File: config.mk
export PLATFORM = sky130hd
export DESIGN_NAME = plot_arbiter
export DESIGN_NICKNAME = d
export VERILOG_FILES = /design/src/rtl/plot_arbiter.sv
export SDC_FILE = /design/constraint.sdc
export NUM_CORES = 1
export LEC_CHECK = 0
export CAP_MARGIN = 25
export CORE_MARGIN = 3
export CORE_UTILIZATION = 45
export CTS_CLUSTER_DIAMETER = 150
export CTS_CLUSTER_SIZE = 25
export DETAILED_ROUTE_END_ITERATION = 16
export GPL_TIMING_DRIVEN = 0
export PLACE_DENSITY_LB_ADDON = 0.08
export SLEW_MARGIN = 20
export SYNTH_ARGS = -nofsm -noshare
export SYNTH_HDL_FRONTEND = slang
export SYNTH_SLANG_ARGS = --single-unit
export TNS_END_PERCENT = 100
File: constraint.sdc
create_clock -name iClock -period 7.7 [get_ports iClock]
set_clock_uncertainty 0.05 [all_clocks]
set_input_delay 1.54 -clock iClock [delete_from_list [all_inputs] [get_ports iClock]]
set_output_delay 1.54 -clock iClock [all_outputs]
set_load 0.03 [all_outputs]
File: src/rtl/plot_arbiter.sv
// plot_arbiter
//   Merges pixel streams from three renderers (left paddle, right paddle, ball)
//   into one VGA write port. Each source has its own small FIFO. Pixels outside
//   the screen are discarded on entry. One pixel per cycle is forwarded to the
//   output registers, and the sources are served in round-robin order.
//
// Ports
//   iClock                 rising-edge clock
//   iReset                 synchronous, active-high reset
//   iX0/iX1/iX2   [XW-1:0] pixel x from source 0/1/2
//   iY0/iY1/iY2   [YW-1:0] pixel y from source 0/1/2
//   iColour0..2   [2:0]    pixel colour from source 0/1/2
//   iPlot0..2              source presents a pixel this cycle (no back-pressure)
//   iNewFrame     [2:0]    per-source end-of-frame pulse
//   oX/oY/oColour          merged pixel (held while oPlot is low)
//   oPlot                  VGA write enable
//   oOverflow     [2:0]    sticky per-source "pixel dropped on full FIFO"
//   oFrameDone             one-cycle pulse: all sources finished and drained
//
// Handshake: iPlotn is a valid-only strobe. The arbiter never stalls a source.
// A pixel that arrives while its FIFO is full, and that FIFO is not being
// popped on the same edge, is lost and recorded in oOverflow.
module plot_arbiter #(
  parameter int X_SCREEN_PIXELS = 320,
  parameter int Y_SCREEN_PIXELS = 240,
  parameter int FIFO_DEPTH      = 4,
  localparam int XW = $clog2(X_SCREEN_PIXELS) + 1,
  localparam int YW = $clog2(Y_SCREEN_PIXELS) + 1
) (
  input  logic          iClock,
  input  logic          iReset,
  input  logic [XW-1:0] iX0,
  input  logic [XW-1:0] iX1,
  input  logic [XW-1:0] iX2,
  input  logic [YW-1:0] iY0,
  input  logic [YW-1:0] iY1,
  input  logic [YW-1:0] iY2,
  input  logic [2:0]    iColour0,
  input  logic [2:0]    iColour1,
  input  logic [2:0]    iColour2,
  input  logic          iPlot0,
  input  logic          iPlot1,
  input  logic          iPlot2,
  input  logic [2:0]    iNewFrame,
  output logic [XW-1:0] oX,
  output logic [YW-1:0] oY,
  output logic [2:0]    oColour,
  output logic          oPlot,
  output logic [2:0]    oOverflow,
  output logic          oFrameDone
);

  localparam int AW = (FIFO_DEPTH > 1) ? $clog2(FIFO_DEPTH) : 1;
  localparam int CW = $clog2(FIFO_DEPTH + 1);
  localparam int EW = XW + YW + 3;

  // Per-source views of the flat input ports.
  logic [XW-1:0] in_x   [3];
  logic [YW-1:0] in_y   [3];
  logic [2:0]    in_col [3];
  logic [2:0]    in_plot;

  assign in_x[0]   = iX0;
  assign in_x[1]   = iX1;
  assign in_x[2]   = iX2;
  assign in_y[0]   = iY0;
  assign in_y[1]   = iY1;
  assign in_y[2]   = iY2;
  assign in_col[0] = iColour0;
  assign in_col[1] = iColour1;
  assign in_col[2] = iColour2;
  assign in_plot   = {iPlot2, iPlot1, iPlot0};

  // FIFO storage: entry = {x, y, colour}.
  logic [EW-1:0] mem    [3][FIFO_DEPTH];
  logic [AW-1:0] wr_ptr [3];
  logic [AW-1:0] rd_ptr [3];
  logic [CW-1:0] count  [3];

  logic [1:0] rr;
  logic [2:0] pending;

  logic [2:0]    not_empty;
  logic [2:0]    full;
  logic [2:0]    push_req;
  logic [2:0]    accept;
  logic [2:0]    pop;
  logic [2:0]    ovf_set;
  logic          grant_valid;
  logic [1:0]    grant_idx;
  logic [EW-1:0] grant_entry;
  logic          frame_done_cond;

  function automatic logic [1:0] inc3(input logic [1:0] v);
    return (v == 2'd2) ? 2'd0 : v + 2'd1;
  endfunction

  // Occupancy flags and clipping. Flags come from registered counts only, so
  // a pixel pushed on this edge cannot be granted until the next one.
  always_comb begin
    not_empty = '0;
    full      = '0;
    push_req  = '0;
    for (int n = 0; n < 3; n++) begin
      not_empty[n] = (count[n] != '0);
      full[n]      = (count[n] == CW'(FIFO_DEPTH));
      push_req[n]  = in_plot[n] &&
                     (in_x[n] < XW'(X_SCREEN_PIXELS)) &&
                     (in_y[n] < YW'(Y_SCREEN_PIXELS));
    end
  end

  // Round-robin search starting at rr.
  always_comb begin
    logic [1:0] c1;
    logic [1:0] c2;
    c1          = inc3(rr);
    c2          = inc3(c1);
    grant_valid = 1'b1;
    grant_idx   = rr;
    if (not_empty[rr])      grant_idx = rr;
    else if (not_empty[c1]) grant_idx = c1;
    else if (not_empty[c2]) grant_idx = c2;
    else                    grant_valid = 1'b0;
  end

  assign pop         = grant_valid ? (3'b001 << grant_idx) : 3'b000;
  // A full FIFO still accepts when it is popped on the same edge.
  assign accept      = push_req & (~full | pop);
  assign ovf_set     = push_req & full & ~pop;
  assign grant_entry = mem[grant_idx][rd_ptr[grant_idx]];

  assign frame_done_cond = (pending == 3'b111) && (not_empty == 3'b000) &&
                           (accept == 3'b000);

  // Storage array: no reset needed, pointers/counts define validity.
  always_ff @(posedge iClock) begin
    for (int n = 0; n < 3; n++) begin
      if (accept[n]) mem[n][wr_ptr[n]] <= {in_x[n], in_y[n], in_col[n]};
    end
  end

  always_ff @(posedge iClock) begin
    if (iReset) begin
      for (int n = 0; n < 3; n++) begin
        wr_ptr[n] <= '0;
        rd_ptr[n] <= '0;
        count[n]  <= '0;
      end
      rr         <= 2'd0;
      pending    <= 3'b000;
      oOverflow  <= 3'b000;
      oPlot      <= 1'b0;
      oFrameDone <= 1'b0;
      oX         <= '0;
      oY         <= '0;
      oColour    <= 3'b000;
    end else begin
      for (int n = 0; n < 3; n++) begin
        if (accept[n]) wr_ptr[n] <= wr_ptr[n] + AW'(1);
        if (pop[n])    rd_ptr[n] <= rd_ptr[n] + AW'(1);
        if (accept[n] && !pop[n])      count[n] <= count[n] + CW'(1);
        else if (!accept[n] && pop[n]) count[n] <= count[n] - CW'(1);
        if (ovf_set[n]) oOverflow[n] <= 1'b1;
      end

      oPlot <= grant_valid;
      if (grant_valid) begin
        rr      <= inc3(grant_idx);
        oX      <= grant_entry[EW-1 -: XW];
        oY      <= grant_entry[3 +: YW];
        oColour <= grant_entry[2:0];
      end

      // Clearing pending still keeps any end-of-frame pulse landing now.
      oFrameDone <= frame_done_cond;
      if (frame_done_cond) pending <= iNewFrame;
      else                 pending <= pending | iNewFrame;
    end
  end

endmodule

# After elaboration in Yosys (flattened, before gate mapping)
# Memories as Yosys holds them, arrays and structs flattened.
# Cells that the tools add are included.
[totals]
in_bits = 74
elab_cells = 186
output_inout_bits = 27
reg_bits = 32
memories = 4
mem_bits_rw = 285
[memory_table]
columns = ["memory", "words", "word_bits", "read_ports", "rd_ports_with_merged_regs", "wr", "line_no", "text"]
rows = [
  ["mem", 3, 88, 1, 0, 3, "75", "logic [EW-1:0] mem [3][FIFO_DEPTH];"],
  ["count", 3, 3, 3, 0, 3, "78", "logic [CW-1:0] count [3];"],
  ["rd_ptr", 3, 2, 4, 0, 3, "77", "logic [AW-1:0] rd_ptr [3];"],
  ["wr_ptr", 3, 2, 3, 0, 3, "76", "logic [AW-1:0] wr_ptr [3];"],
]
[op_classes]
shifts = 1
bitwise_logic = 23
n_reduce_logical = 28
eq_ne = 7
n_addsub = 15
muxes = 82
magnitude_cmp = 16
[op_table]
columns = ["operator", "count"]
rows = [
  ["2-to-1 mux 88 bit", 3],
  ["demux 22 bit (select 2 bit)", 3],
  ["2-to-1 mux 22 bit", 5],
  ["2-to-1 mux 1 bit", 47],
  ["binary-select mux 22 bit (select 2 bit)", 1],
  ["< comparator 10 x 9 -> 1 bit, second input constant", 3],
  ["< comparator 9 x 8 -> 1 bit, second input constant", 3],
  ["2-to-1 mux 2 bit", 12],
  ["2-to-1 mux 3 bit", 8],
  ["adder 2 x 1 -> 2 bit, second input constant", 9],
  ["logical AND 1 bit", 17],
  ["equality test 3 bit, second input constant", 4],
  [">= comparator 3 bit, second input constant", 4],
  ["inverter 2 -> 3 bit", 4],
  ["bitwise OR 1 bit", 12],
  ["adder 3 x 1 -> 3 bit, second input constant", 3],
  ["bitwise AND 3 bit", 3],
  ["< comparator 2 x 3 -> 1 bit, second input constant", 3],
  ["< comparator 3 x 1 -> 1 bit, second input constant", 3],
  ["nonzero test 3 bit", 3],
  ["subtractor 3 x 1 -> 3 bit, second input constant", 3],
  ["binary-select mux 1 bit (select 2 bit)", 3],
  ["equality test 2 bit, second input constant", 3],
  ["logical NOT 1 bit", 6],
  ["4 further kinds", 7],
]

# Logic depth before layout (Yosys ltp)
[logic_depth]
ltp_word = 20
depth_mapped = 13
mapped_depth_nobuf = 12

# Least setup slack after synthesis
# No wires, ideal clock.
[synth_timing]
kind = "input port to flip-flop"
start = "in iPlot0"
end = "mem count[0][2] in the netlist's numbering, data pin"
arrival_time_ps = 3250
cell_stages = 8
required_time_ps = 7374
path_buffers = 0
setup_slack_ps = 4124
setup_time_ps = 276
cell_sequence = "nor3b_1 -> and3_1 -> or4_1 -> or2_2 -> fa_1 -> xor2_1 -> xnor2_1 -> nor2_1"
[synth_rtl]
columns = ["element", "line_no", "text"]
rows = [
  ["start, declared", "41", "input logic iPlot0,"],
  ["end, declared", "78", ""],
]

==> impl_metrics.py <==
metrics = {
    "job": {
        "cap_violations": 0,
    },
    "global_routing": {
        "grt.overflow.total": 0,
        "use_met3_pct": 3.25,
        "grt_max_degree": 27,
        "top_usage_layer": "met2",
        "use_met1_pct": 32.5,
        "grt_usage_pct": 23.7,
        "antenna_found_initial": 0,
        "use_met2_pct": 40.1,
        "grt_pass1_vias": 8087,
        "grt_first_pass_wirelength_um": 51200,
    },
    "placed_design": {
        "port_buffers": 100,
        "hpwlAfterDp_um": 23900,
        "gp_congestion": 0.835,
        "dp_cells": 1247,
    },
    "yosys": {
        "synth_area_leaders": "edfxtp_1 (69%), dfxtp_1 (5.2%), a222oi_1 (3.5%)",
        "ys_warn_count": 0,
        "ys_seq_elements": 317,
        "async_flop_share_pct": 0,
        "yosysUniqueCellTypes": 58,
        "synth_top_area_share_pct": 68.9,
        "synth_edf_count": 285,
        "syn_inst": 794,
        "syn_area_sq_um": 12400,
        "ys_seq_area_share_pct": 74.1,
        "syn_nets": 885,
        "synth_ff_type": "edfxtp_1",
        "synth_top_cell_by_area": "edfxtp_1",
        "syn_avg_cell_area_sq_um": 15.6,
    },
    "timing": {
        "slew_viol_final": 0,
        "hold_violations": 0,
        "setup_viol": 0,
        "finalCritPeriodShare_pct": 52.3,
        "min_period_ps": 4030,
        "fmax_mhz": 248,
        "worstMarginPinSlew_ps": 930,
        "tns_ps": 0,
        "max-slew-margin-rel_pct": 37.4,
        "grt_setup_unrepaired": "false",
    },
    "setup_path": {
        "cp-start-kind": "primary input",
        "crit_arrival_ps": 4210,
        "end_kind": "flip-flop",
        "path_delay_family": "simple AND/OR/NAND/NOR gates",
        "cp_max_fo": 5,
        "crit_required_ps": 7890,
        "critPathBufInv": 1,
        "cp_cell_sequence": "clkdlybuf4s50_1, nand4_1, and3_1, or4_1, or2_2, fa_1, xor2_1, xnor2_1, nor2_1",
        "r2r_start": "count[2][0]",
        "critPathKind": "primary input to flip-flop",
        "cpMaxStageDelayCell": "clkdlybuf4s50_1",
        "startpoint": "iY0[4]",
        "critical_path.max_stage_delay_ps": 630,
    },
    "clock_network": {
        "post_cts_resized": 0,
        "path_clk_slew_ps": 100,
        "post_cts_buffers": 0,
        "root_buffer": "clkbuf_16",
        "cts.sink_count": 317,
        "holdBufCountCts": 0,
        "h-tree-depth": 1,
        "cts_buffers": 16,
        "clk_latency_ps": 500,
        "cts_tree": "built",
        "clockBufferDepth": 3,
    },
    "outcome": {
        "status": "finished, final reports clean",
    },
    "finish": {
        "n_fill_cell": 2193,
        "area_delta_synth_final_pct": 17.9,
        "fin_cells": 1276,
        "drive_above_1_share_pct": 8.02,
        "nNetsFinal": 1016,
        "diodes": 0,
    },
    "detailed_routing": {
        "detail-route-antenna-nets": 0,
        "drt-total-wl_um": 35100,
        "drt_iter0_markers": 936,
        "route.vias.total": 7810,
        "first_pass_iters": 6,
        "via_per_inst": 6.12,
        "drc": 0,
        "wl_per_cell_um": 27.5,
    },
    "floorplanning": {
        "die_w_um": 172,
        "dieArea_sq_um": 29600,
        "io_pins": 101,
        "core-area_sq_um": 27000,
        "rows": 60,
        "die_h_um": 172,
        "initial_core_util_pct": 45.9,
    },
    "power_and_ir_drop": {
        "p_leak_uw": 0.00499,
        "ir_drop_v": 0.000259,
        "power.density_nw_per_um2": 405,
        "power_uw": 5940,
    },
    "min_path": {
        "min_path_type": "flip-flop to flip-flop",
        "holdCritStartpoint": "oOverflow[1]",
    },
}
## cells by family (layout without fill, tap and decap cells)
group / Yosys count / in the layout / synth area share, %
compound gates: 170 / 170 / 11.6
xor+xnor: 7 / 7 / 0.494
fa+ha+maj: 17 / 17 / 1.83
buf+inv: 67 / 208 / 2.34
flops: 317 / 317 / 74.1
mux: 23 / 23 / 1.86
simple gates: 193 / 193 / 7.75
## metrics by stage
step           worst slack [ps]  utilization (%)  hold slack [ps]  instance area (sq um)
2_1_floorplan              4120                -              401                  12400
3_3_place_gp               2720             51.2              409                  13800
3_5_place_dp               3140             52.4              420                  14200
4_1_cts                    3670             54.2              449                  14600
5_1_grt                    3600             54.2              482                  14600
6_report                   3670             54.2              446                  14600
## layer usage
layer | vias up | part of all wire, %
met3 | 57 | 7.0
met1 | 3957 | 41
met4 | 0 | 2.6
li1 | 3420 | -
met2 | 376 | 49
met5 | - | 0
## worst reg2reg max path, cell delays in order (launching register included)
cell and delay, ps:
edfxtp_1 440, inv_1 110, ha_1 240, nor2b_1 430, o22ai_1 170, a32o_1 260
buf_2 200, nor2b_1 160, nor4_1 790, clkbuf_1 640, nand3_1 180, nand2_1 100
## area by class of cell
type	count	area, sq um	area share (%)
Sequential cell	317	9200	62.8
Inverter	20	77.6	0.530
Timing Repair Buffer	113	1310	8.97
Clock buffer	27	463	3.16
Clock inverter	1	8.76	0.0598
Buffer	47	213	1.45
Tap cell	341	427	2.91
Multi-Input combinational cell	410	2940	20.1
## flip-flops by register name, summed over array words and instances (netlist names)
name	cells
count	9
mem	264
oColour	3
oFrameDone	1
oOverflow	3
oPlot	1
oX	10
oY	9
pending	3
rd_ptr	6
rr	2
wr_ptr	6
## synth_stat cells (all sizes together) (5+ instances only)
cell and n:
edfxtp 285, nand2 50, nand3 49, a222oi 44
a22oi 44, nor2 35, clkbuf 32, dfxtp 32
a211o 22, a22o 22, mux2i 22, inv 20
and2 15, buf 15, ha 15, a21oi 13
or2 10, o21ai 6, and3 5, xnor2 5
## path summary, 6_finish.rpt
path | end | slack, ps | depth (start not counted)
worst min-delay path | oOverflow[1] | 450 | 2
worst max register to register | oX[8] | 3870 | 11
worst max-delay path | count[0][2] | 3670 | 9
worst min register to register | oOverflow[1] | 450 | 2
## report_power, final
group          internal, uW  total [uW]  switching (uW)
clock                   419         926             507
combinational          1020        2900            1880
sequential             2020        2110            81.4
total                  3470        5940            2470
## cell usage in the layout, fill, tap and decap left out, types with 4 or more instances in the layout
cell	instances
dfxtp_1	32
and2_2	12
ha_1	15
a22oi_1	44
clkdlybuf4s50_1	100
edfxtp_1	285
clkbuf_1	42
and3_1	4
mux2i_1	22
nand2b_1	4
a211o_1	22
xnor2_1	5
nor2_1	34
a22o_1	22
a222oi_1	44
buf_2	8
nand4_1	4
or2_2	9
nand2_1	50
o21ai_0	6
a21oi_1	13
nor3b_1	4
inv_1	19
nand3_1	48
buf_16	9
clkbuf_16	17
(Power assumes the default switching activity.)
